==> src/rtl/lsu_mem_stage.sv <==
// MEM-stage load/store unit: valid/ready request in, req/ack memory bus out, one response per request.
// Misaligned accesses are split into two lane-aligned beats; each beat may time out.
module lsu_mem_stage #(
  parameter int DATA_W  = 32,
  parameter int ADDR_W  = 16,
  parameter int TIMEOUT = 255
) (
  input  logic                clk,
  input  logic                rst_n,
  input  logic                halt,
  input  logic                req_valid,
  output logic                req_ready,
  input  logic [1:0]          req_op,
  input  logic [1:0]          req_size,
  input  logic                req_unsigned,
  input  logic [DATA_W-1:0]   req_addr,
  input  logic [DATA_W-1:0]   req_wdata,
  input  logic [4:0]          req_rd,
  output logic                mem_req,
  output logic                mem_we,
  output logic [ADDR_W-1:0]   mem_addr,
  output logic [DATA_W/8-1:0] mem_be,
  output logic [DATA_W-1:0]   mem_wdata,
  input  logic                mem_ack,
  input  logic [DATA_W-1:0]   mem_rdata,
  output logic                rsp_valid,
  output logic [DATA_W-1:0]   rsp_rdata,
  output logic [4:0]          rsp_rd,
  output logic                rsp_wb,
  output logic                rsp_err
);

  localparam int NB = DATA_W / 8;
  localparam int OW = $clog2(NB);
  localparam int CW = (TIMEOUT > 1) ? $clog2(TIMEOUT) : 1;

  typedef enum logic [1:0] {
    S_IDLE  = 2'd0,
    S_BEAT0 = 2'd1,
    S_BEAT1 = 2'd2,
    S_RESP  = 2'd3
  } state_e;

  state_e              state_q;
  logic                is_load_q;
  logic                uns_q;
  logic [1:0]          size_q;
  logic [OW-1:0]       off_q;
  logic                split_q;
  logic [ADDR_W-1:0]   addr1_q;
  logic [NB-1:0]       be1_q;
  logic [DATA_W-1:0]   wdata1_q;
  logic [DATA_W-1:0]   lo_q;
  logic [4:0]          rd_q;
  logic [CW-1:0]       cnt_q;

  logic                mem_req_q;
  logic                mem_we_q;
  logic [ADDR_W-1:0]   mem_addr_q;
  logic [NB-1:0]       mem_be_q;
  logic [DATA_W-1:0]   mem_wdata_q;
  logic                rsp_valid_q;
  logic [DATA_W-1:0]   rsp_rdata_q;
  logic [4:0]          rsp_rd_q;
  logic                rsp_wb_q;
  logic                rsp_err_q;

  logic [OW-1:0]       acc_off_s;
  logic [2*NB-1:0]     acc_mask_s;
  logic [2*NB-1:0]     acc_lanes_s;
  logic [2*DATA_W-1:0] acc_data_s;
  logic                acc_split_s;
  logic [ADDR_W-1:0]   acc_addr0_s;
  logic [OW+3:0]       hi_shift_s;
  logic [DATA_W-1:0]   lo_part_s;
  logic [DATA_W-1:0]   hi_part_s;
  logic [DATA_W-1:0]   load_data_s;
  logic                timeout_s;
  logic                unused_addr_s;

  // Keep the requested width, then sign- or zero-extend to the full register.
  function automatic logic [DATA_W-1:0] extend_f(input logic [DATA_W-1:0] d,
                                                 input logic [1:0] sz,
                                                 input logic uns);
    logic [DATA_W-1:0] keep;
    logic              sgn;
    case (sz)
      2'd0:    begin keep = DATA_W'(8'hFF);         sgn = d[7];  end
      2'd1:    begin keep = DATA_W'(16'hFFFF);      sgn = d[15]; end
      2'd2:    begin keep = DATA_W'(32'hFFFF_FFFF); sgn = d[31]; end
      default: begin keep = {DATA_W{1'b1}};         sgn = 1'b0;  end
    endcase
    return (d & keep) | ((sgn && !uns) ? ~keep : {DATA_W{1'b0}});
  endfunction

  assign unused_addr_s = ^req_addr[DATA_W-1:ADDR_W];

  // Lane layout of an incoming request across one or two aligned beats.
  always_comb begin
    acc_off_s = req_addr[OW-1:0];
    case (req_size)
      2'b00:   acc_mask_s = (2*NB)'(4'h1);
      2'b01:   acc_mask_s = (2*NB)'(4'h3);
      2'b10:   acc_mask_s = (2*NB)'(4'hF);
      default: acc_mask_s = {(2*NB){1'b0}};
    endcase
    acc_lanes_s = acc_mask_s << acc_off_s;
    acc_data_s  = {{DATA_W{1'b0}}, req_wdata} << {acc_off_s, 3'b000};
    acc_split_s = |acc_lanes_s[2*NB-1:NB];
    acc_addr0_s = {req_addr[ADDR_W-1:OW], {OW{1'b0}}};
  end

  // Realign returned data; the upper beat supplies the high bytes of a split load.
  always_comb begin
    lo_part_s  = mem_rdata >> {off_q, 3'b000};
    hi_shift_s = (OW+4)'(DATA_W) - {1'b0, off_q, 3'b000};
    hi_part_s  = mem_rdata << hi_shift_s;
    if (state_q == S_BEAT1) begin
      load_data_s = extend_f(lo_q | hi_part_s, size_q, uns_q);
    end else begin
      load_data_s = extend_f(lo_part_s, size_q, uns_q);
    end
  end

  assign timeout_s = (TIMEOUT != 0) && (cnt_q == CW'(TIMEOUT - 1));

  // Request/beat/response sequencing with all bus and response outputs registered.
  always_ff @(posedge clk or negedge rst_n) begin
    if (!rst_n) begin
      state_q     <= S_IDLE;
      is_load_q   <= 1'b0;
      uns_q       <= 1'b0;
      size_q      <= 2'b00;
      off_q       <= {OW{1'b0}};
      split_q     <= 1'b0;
      addr1_q     <= {ADDR_W{1'b0}};
      be1_q       <= {NB{1'b0}};
      wdata1_q    <= {DATA_W{1'b0}};
      lo_q        <= {DATA_W{1'b0}};
      rd_q        <= 5'd0;
      cnt_q       <= {CW{1'b0}};
      mem_req_q   <= 1'b0;
      mem_we_q    <= 1'b0;
      mem_addr_q  <= {ADDR_W{1'b0}};
      mem_be_q    <= {NB{1'b0}};
      mem_wdata_q <= {DATA_W{1'b0}};
      rsp_valid_q <= 1'b0;
      rsp_rdata_q <= {DATA_W{1'b0}};
      rsp_rd_q    <= 5'd0;
      rsp_wb_q    <= 1'b0;
      rsp_err_q   <= 1'b0;
    end else begin
      case (state_q)
        S_IDLE: begin
          if (req_valid && !halt) begin
            is_load_q <= (req_op == 2'b00);
            uns_q     <= req_unsigned;
            size_q    <= req_size;
            off_q     <= acc_off_s;
            split_q   <= acc_split_s;
            addr1_q   <= acc_addr0_s + ADDR_W'(NB);
            be1_q     <= acc_lanes_s[2*NB-1:NB];
            wdata1_q  <= acc_data_s[2*DATA_W-1:DATA_W];
            rd_q      <= req_rd;
            cnt_q     <= {CW{1'b0}};
            if (req_op[1] || (req_size == 2'b11)) begin
              state_q     <= S_RESP;
              rsp_valid_q <= 1'b1;
              rsp_err_q   <= !req_op[1];
              rsp_wb_q    <= 1'b0;
              rsp_rdata_q <= {DATA_W{1'b0}};
              rsp_rd_q    <= req_rd;
            end else begin
              state_q     <= S_BEAT0;
              mem_req_q   <= 1'b1;
              mem_we_q    <= (req_op == 2'b01);
              mem_addr_q  <= acc_addr0_s;
              mem_be_q    <= acc_lanes_s[NB-1:0];
              mem_wdata_q <= acc_data_s[DATA_W-1:0];
            end
          end
        end
        S_BEAT0, S_BEAT1: begin
          // mem_req is low for one cycle between beats, so the second beat starts as a fresh request.
          if (!mem_req_q) begin
            mem_req_q <= 1'b1;
          end else if (mem_ack) begin
            mem_req_q <= 1'b0;
            cnt_q     <= {CW{1'b0}};
            if ((state_q == S_BEAT0) && split_q) begin
              state_q     <= S_BEAT1;
              lo_q        <= lo_part_s;
              mem_addr_q  <= addr1_q;
              mem_be_q    <= be1_q;
              mem_wdata_q <= wdata1_q;
            end else begin
              state_q     <= S_RESP;
              rsp_valid_q <= 1'b1;
              rsp_err_q   <= 1'b0;
              rsp_wb_q    <= is_load_q;
              rsp_rdata_q <= is_load_q ? load_data_s : {DATA_W{1'b0}};
              rsp_rd_q    <= rd_q;
            end
          end else if (timeout_s) begin
            mem_req_q   <= 1'b0;
            cnt_q       <= {CW{1'b0}};
            state_q     <= S_RESP;
            rsp_valid_q <= 1'b1;
            rsp_err_q   <= 1'b1;
            rsp_wb_q    <= 1'b0;
            rsp_rdata_q <= {DATA_W{1'b0}};
            rsp_rd_q    <= rd_q;
          end else begin
            cnt_q <= cnt_q + CW'(1);
          end
        end
        S_RESP: begin
          if (!halt) begin
            state_q     <= S_IDLE;
            rsp_valid_q <= 1'b0;
            rsp_wb_q    <= 1'b0;
            rsp_err_q   <= 1'b0;
          end
        end
        default: begin
          state_q <= S_IDLE;
        end
      endcase
    end
  end

  assign req_ready = (state_q == S_IDLE) && !halt;
  assign mem_req   = mem_req_q;
  assign mem_we    = mem_we_q;
  assign mem_addr  = mem_addr_q;
  assign mem_be    = mem_be_q;
  assign mem_wdata = mem_wdata_q;
  assign rsp_valid = rsp_valid_q;
  assign rsp_rdata = rsp_rdata_q;
  assign rsp_rd    = rsp_rd_q;
  assign rsp_wb    = rsp_wb_q;
  assign rsp_err   = rsp_err_q;

endmodule

==> config.mk <==
export PLATFORM = sky130hd
export DESIGN_NAME = lsu_mem_stage
export DESIGN_NICKNAME = d
export VERILOG_FILES = /design/src/rtl/lsu_mem_stage.sv
export SDC_FILE = /design/constraint.sdc
export NUM_CORES = 1
export LEC_CHECK = 0
export ABC_AREA = 1
export BUFFER_PORTS_ARGS = -buffer_cell sky130_fd_sc_hd__buf_2
export CORE_ASPECT_RATIO = 2
export CORE_UTILIZATION = 45
export CTS_BUF_LIST = sky130_fd_sc_hd__clkbuf_8 sky130_fd_sc_hd__clkbuf_16
export DETAILED_ROUTE_END_ITERATION = 8
export GPL_ROUTABILITY_DRIVEN = 0
export GPL_TIMING_DRIVEN = 0
export HOLD_SLACK_MARGIN = 0.03
export PLACE_DENSITY = 0.67
export SYNTH_ARGS = -nofsm -noshare
export SYNTH_HDL_FRONTEND = slang
export SYNTH_SLANG_ARGS = --single-unit
==> constraint.sdc <==
create_clock -name clk -period 2.9 [get_ports clk]
set_clock_uncertainty 0.1 [all_clocks]
set_input_delay 0.58 -clock clk [delete_from_list [all_inputs] [get_ports clk]]
set_output_delay 0.58 -clock clk [all_outputs]
set_load 0.02 [all_outputs]
==> summary.md, run 1 <==
| Metric | Value |
|---|---|
| Vias post-DR | `10600` |
| # clock sinks | `187` |
| Worst hold endpoint | `uns_q$_DFFE_PN0P_` |
| Fmax | `between 300 and 400 MHz` |
| DRC | `0` |
| Htree depth | `4` |
| Starting DRT DRC Count | `roughly 770` |
| NumNets Final | `1741` |
| Routed len/inst | `19.8 µm` |
| Cts bufs inserted | `17` |
| Post-synth top cells | `nand2_1, dfrtp_1, o21ai_0` |
| Rel. slew slack | `0.240` |
| Distinct cells, synth | `42` |
| Crit Path Max Fanout | `20` |
| Flop2flop setup slack | `about 0.18 ns` |
| Antenna violations before repair | `0` |
| Die area | `0.0235 mm²` |
| Hold Vio Cnt, Final | `0` |
| Min-Delay Path Class | `in -> reg` |
| Leak | `between 6 and 7 nW` |
| Tcrit/Tclk final | `0.939` |
| Total Power | `about 15 mW` |
| Ranking of synthesized cells by area | `dfrtp_1, nand2_1, o21ai_0` |
| Remaining global-route overflow | `0` |
| CTS max path bufs | `2` |
| 1st-pass router iterations | `8` |
| Clock slew at reported path FFs | `0.08 ns` |
| Worst slew pin tran | `~1.1 ns` |
| Via-to-Cell Ratio | `~5.6` |
| Status | `finished clean` |
| Root Buffer | `clkbuf_16` |
| Max_cap viols | `0` |
| Die X | `between 100 and 150 µm` |
| Final antenna-violating net count | `0` |
| DRT Wirelength | `37800 µm` |
| Vias in the first global route | `approximately 10000` |
| Async SR Flop Fraction | `1.00` |
| Overall routing resource usage | `0.334` |
| Hold_sp | `req_unsigned` |
| Row cnt | `78` |
| Synth Flop Type | `dfrtp_1` |
| Detail Placement HPWL | `between 20000 and 30000 µm` |
| Setup TNS | `0 ns` |
| Core Footprint | `between 0.02 and 0.025 mm²` |
| Setup Crit Path Kind | `reg -> reg` |
| Synth-to-layout area growth | `19.3%` |
| R2r startpoint | `off_q[1]$_DFFE_PN0P_` |
| FF-to-FF path depth | `11` |
| CTS tree | `built` |
| # setup viols final | `0` |
| Share of post-route cells with drive strength above 1 | `0.171` |
| Antenna diodes | `0` |
| Hold Path Depth | `3` |
| Synth Instances | `roughly 1400` |
| Io pins | `206` |
| Mapped Avg Cell Area | `7.30 µm²` |
| Setup crit end kind | `flop` |
| Register area share after synthesis | `0.454` |
| Sequential Area | `0.00468 mm²` |
| CP required | `3.19 ns` |
| Startpoint types | `flop` |
| R2r endpoint | `rsp_rdata[16]$_DFFE_PN0P_` |
| Ys Warns | `0` |
| Die Y | `216 µm` |
| Global-route wire length before repair | `between 50000 and 60000 µm` |
| RSZ-0062 raised after global routing | `false` |
| Pin count of the biggest net entering global routing | `approximately 120` |
| Share of the synthesized area in the top cell type | `0.454` |
| Post-synth EDFFs | `0` |
| Min Tclk post-route | `~2.7 ns` |
| Yosys reg bits | `roughly 190` |
| Port buffer count | `about 190` |
| Slew Viols, Final | `0` |
| Area of the mapped netlist | `approximately 0.010 mm²` |
| Initial Utilization | `0.457` |
| Worst VDD drop | `just under 0.8 mV` |
| Fillers | `2228` |
| Cell taking the most area after synthesis | `dfrtp_1` |
| Multi-input gate area in the final layout | `0.00487 mm²` |
| Cell with the most instances after synthesis | `nand2_1` |
| Cell Pwr Density | `1250 mW/mm²` |
| Clk_lat worst skew | `about 0.45 ns` |
| Crit path arrival time | `just over 3 ns` |
## how the worst max path moves through the flow
stage                                 from                   endpoint  slack, ns
finish                off_q[1]$_DFFE_PN0P_  rsp_rdata[16]$_DFFE_PN0P_       0.18
global route        state_q[0]$_DFFE_PN0P_      mem_be[2]$_DFFE_PN0P_       0.05
CTS                   off_q[1]$_DFFE_PN0P_   rsp_rdata[9]$_DFFE_PN0P_       0.03
detailed placement    off_q[1]$_DFFE_PN0P_  rsp_rdata[16]$_DFFE_PN0P_      -0.55
global placement                     rst_n   mem_wdata[4]$_DFFE_PN0P_      -2.01
floorplan             off_q[1]$_DFFE_PN0P_  rsp_rdata[30]$_DFFE_PN0P_       0.51
## metal layers
| layer | wire length (µm) | part of all wire | vias to the layer above | GRT usage |
|---|---|---|---|---|
| li1 | - | - | 4982 | - |
| met1 | 12100 | 0.32 | 4899 | 0.319 |
| met2 | 19200 | 0.51 | 546 | 0.577 |
| met3 | 2620 | 0.069 | 188 | 0.0728 |
| met4 | 3840 | 0.10 | 0 | 0.305 |
| met5 | 0 | 0 | - | 0 |
## worst max-delay path, cell delays in order, from the launching register on
cell and delay, ns:
dfrtp_1 0.37, inv_1 0.09, clkbuf_4 0.26, ha_1 0.49, inv_2 0.07, nor2_4 0.24
clkinvlp_4 0.22, o211ai_1 0.50, nand2_1 0.12, nand2_1 0.08, nand3_1 0.08, nand2_1 0.06
## state kept, by name, indices dropped and copies added (netlist names), 2 cells and up
register / cells
state_q: 2
mem_wdata: 32
be1_q: 3
rsp_rdata: 32
mem_be: 4
addr1_q: 14
mem_addr: 14
rd_q: 5
size_q: 2
rsp_rd: 5
cnt_q: 8
wdata1_q: 24
off_q: 2
lo_q: 32
## where the power goes
part / switching (mW) / internal, mW / total [mW]
logic: 6.07 / 2.55 / 8.62
clock network: 1.26 / 1.20 / 2.46
registers: 0.600 / 3.66 / 4.26
## stage by stage
step / worst slack [ns] / std cells / instance area (µm²) / utilization / hold slack, ns
2_1_floorplan: 0.508 / 1412 / 10300 / - / 0.184
3_3_place_gp: -2.01 / 1877 / 11600 / 0.514 / 0.354
3_5_place_dp: -0.552 / 1878 / 11600 / 0.516 / 0.360
4_1_cts: 0.0321 / 1908 / 12300 / 0.544 / 0.234
5_1_grt: 0.0473 / 1911 / 12300 / 0.545 / 0.270
6_report: 0.177 / 1911 / 12300 / 0.545 / 0.254
## layout by cell type, fill, tap and decap left out, types with 11 or more instances in the layout
master     count
nand2_1      528
clkbuf_16     17
o31ai_1       15
nor2_1       112
o22ai_1       12
ha_1          12
nor3_1        11
buf_2        205
a21oi_1       39
inv_1         89
dfrtp_1      187
clkbuf_1      40
nand3_1       55
a31oi_1       15
o21ai_0      162
## cell type report
class	instances	area share
Multi-Input combinational cell	1043	0.396
Sequential cell	187	0.381
Timing Repair Buffer	190	0.0810
Clock buffer	17	0.0346
Buffer	79	0.0319
Inverter	100	0.0308
Tap cell	280	0.0285
Clock inverter	15	0.0168
## logic make-up after synthesis
group / synth area share
simple gates: 0.284
compound gates: 0.153
flops: 0.454
buf+inv: 0.0752
fa+ha+maj: 0.0146
xor+xnor: 0.00935
mux: 0.00984
other cells: 0.000364
## repair_timing
item,in CTS,in global routing
hold buffers,1,0
buffers inserted,0,3
gates cloned,0,0
setup endpoints to repair,27,23
gates resized for setup,2,4
pin swaps,0,1
endpoints found under the hold margin,69,0
(Power assumes the default switching activity.)
==> inputs of run 2 (changes only) <==
Settings changed: CORE_MARGIN set to 2, CORE_UTILIZATION 45 to 25, PLACE_DENSITY 0.67 to unset.
==> summary.md, run 2 (same netlist as run 1, synthesis figures left out) <==
| Metric | Value |
|---|---|
| Rel. slew slack | `0.367` |
| DRC | `0` |
| # clock sinks | `187` |
| Fillers | `about 4400` |
| Hold_sp | `req_unsigned` |
| Worst VDD drop | `0.522 mV` |
| Sequential Area | `0.00468 mm²` |
| CTS max path bufs | `2` |
| Die area | `~0.043 mm²` |
| Final antenna-violating net count | `0` |
| Initial Utilization | `0.252` |
| Fmax | `362 MHz` |
| Starting DRT DRC Count | `roughly 800` |
| Commonest non-fill, non-tap cell in the layout | `nand2_1` |
| Tcrit/Tclk final | `0.954` |
| Remaining global-route overflow | `0` |
| Setup TNS | `0 ns` |
| Detail Placement HPWL | `32600 µm` |
| Io pins | `206` |
| Fin worst setup slack | `around 0.13 ns` |
| Total Power | `15.4 mW` |
| Post-Layout Cell Count | `2166` |
| Clock slew at reported path FFs | `0.08 ns` |
| Hold Vio Cnt, Final | `0` |
| Cts bufs inserted | `17` |
| DRT Wirelength | `41400 µm` |
| Delay-heaviest family, CP | `buffers and inverters` |
| Startpoint types | `flop` |
| Clk_lat worst skew | `~0.45 ns` |
| Most frequent cells in the layout | `nand2_1, buf_2, dfrtp_1` |
| Overall routing resource usage | `0.194` |
| Routed len/inst | `19.1 µm` |
| Antenna violations before repair | `2` |
| Cell Pwr Density | `~1200 mW/mm²` |
| Root Buffer | `clkbuf_16` |
| Max_cap viols | `0` |
| Vias post-DR | `10600` |
| Port buffer count | `185` |
| Slew Viols, Final | `0` |
| Leak | `roughly 6.5 nW` |
| Status | `finished clean` |
| CTS tree | `built` |
| Die X | `148 µm` |
| Core Footprint | `0.0409 mm²` |
| R2r startpoint | `off_q[0]$_DFFE_PN0P_` |
| Critical Path Most Common Cell | `nand2_1` |
| Setup WS pre-CTS | `-0.718 ns` |
| Die Y | `291 µm` |
| Crit Path Max Fanout | `15` |
| Pin count of the biggest net entering global routing | `116` |
| Multi-input gate area in the final layout | `0.00487 mm²` |
| Crit path arrival time | `~3 ns` |
| 1st-pass router iterations | `8` |
| WHS | `roughly 0.24 ns` |
| Synth-to-layout area growth | `22.2%` |
| Cell at the slowest stage of the critical path | `ha_1` |
| Critical Path Source | `off_q[0]$_DFFE_PN0P_` |
| Share of post-route cells with drive strength above 1 | `0.171` |
| Htree depth | `4` |
| Layout Cell Area excl Fill | `0.0126 mm²` |
| Setup crit end kind | `flop` |
| Antenna diodes | `0` |
| Placed insts | `2134` |
| Vias in the first global route | `~11000` |
| CP Buf/Inv Count | `4` |
| Worst slew pin tran | `0.940 ns` |
| Row cnt | `105` |
| CP required | `3.20 ns` |
| Global-route wire length before repair | `63100 µm` |
| Min Tclk post-route | `approximately 2.8 ns` |
| Min-Delay Path Class | `in -> reg` |
| Via-to-Cell Ratio | `4.88` |
| Finished Core Util | `0.308` |
| RSZ-0062 raised after global routing | `false` |
| Setup Crit Path Kind | `reg -> reg` |
| Crit-path cells | `inv_2, ha_1, inv_2, nor2_4, clkinvlp_4, buf_4, o211ai_1, nand2_1, nand2_1, nand3_1, nand2_1` |
| # setup viols final | `0` |
| Worst path max stage delay | `0.49 ns` |
| Dpl cell area | `0.0120 mm²` |
| NumNets Final | `about 1700` |
==> run 2: changes by cell type in the layout (fill, tap and decap cells not counted), sizes merged <==
cell	change
buf	+2
bufinv	+1
clkinvlp	+1
clkbuf	-1
clkinv	-3
==> run 2: area by class of cell <==
class	count	share of cell area
clock inverter	14	0.0122
clock buffer	17	0.0338
sequential	187	0.372
tap	535	0.0532
multi-input combinational	1043	0.387
timing repair buffer	191	0.0813
inverter	100	0.0301
buffer	79	0.0311
==> run 2: where the power goes <==
part | internal (mW) | switching, mW | total, mW
Clock | 1.22 | 1.20 | 2.43
Combinational | 2.56 | 6.18 | 8.73
Sequential | 3.66 | 0.602 | 4.26
==> run 2: worst paths after layout <==
| path | endpoint | cells past startpoint | slack (ns) |
|---|---|---|---|
| worst max-delay path | rsp_rdata[19]$_DFFE_PN0P_ | 11 | 0.13 |
| worst min-delay path | uns_q$_DFFE_PN0P_ | 3 | 0.24 |
| worst max register to register | rsp_rdata[19]$_DFFE_PN0P_ | 11 | 0.13 |
| worst min register to register | rsp_err$_DFFE_PN0P_ | 2 | 0.37 |
| max in group asynchronous | lo_q[2]$_DFFE_PN0P_ | 4 | 1.20 |
| min in group asynchronous | mem_addr[3]$_DFFE_PN0P_ | 2 | 0.40 |
==> run 2: routing by layer <==
layer | track usage | wire, µm | share of wire | vias to the layer above
met5 | 0 | 30 | 0.00072 | -
met4 | 0.129 | 2850 | 0.069 | 4
met3 | 0.0317 | 2110 | 0.051 | 132
met2 | 0.369 | 22500 | 0.54 | 478
met1 | 0.189 | 13900 | 0.34 | 4974
li1 | - | - | - | 4988
==> run 2: tightest hold or removal path, cell delays in order <==
cell     delay [ns]
buf_2          0.07
nand2_1        0.05
o21ai_0        0.06
==> run 2: timing repair <==
action / in CTS / in global routing
setup buffers: 0 / 3
hold endpoints to repair: 6 / 0
resized for setup: 3 / 3
hold buffers: 1 / 0
pin swaps: 2 / 2
setup endpoints to repair: 29 / 6
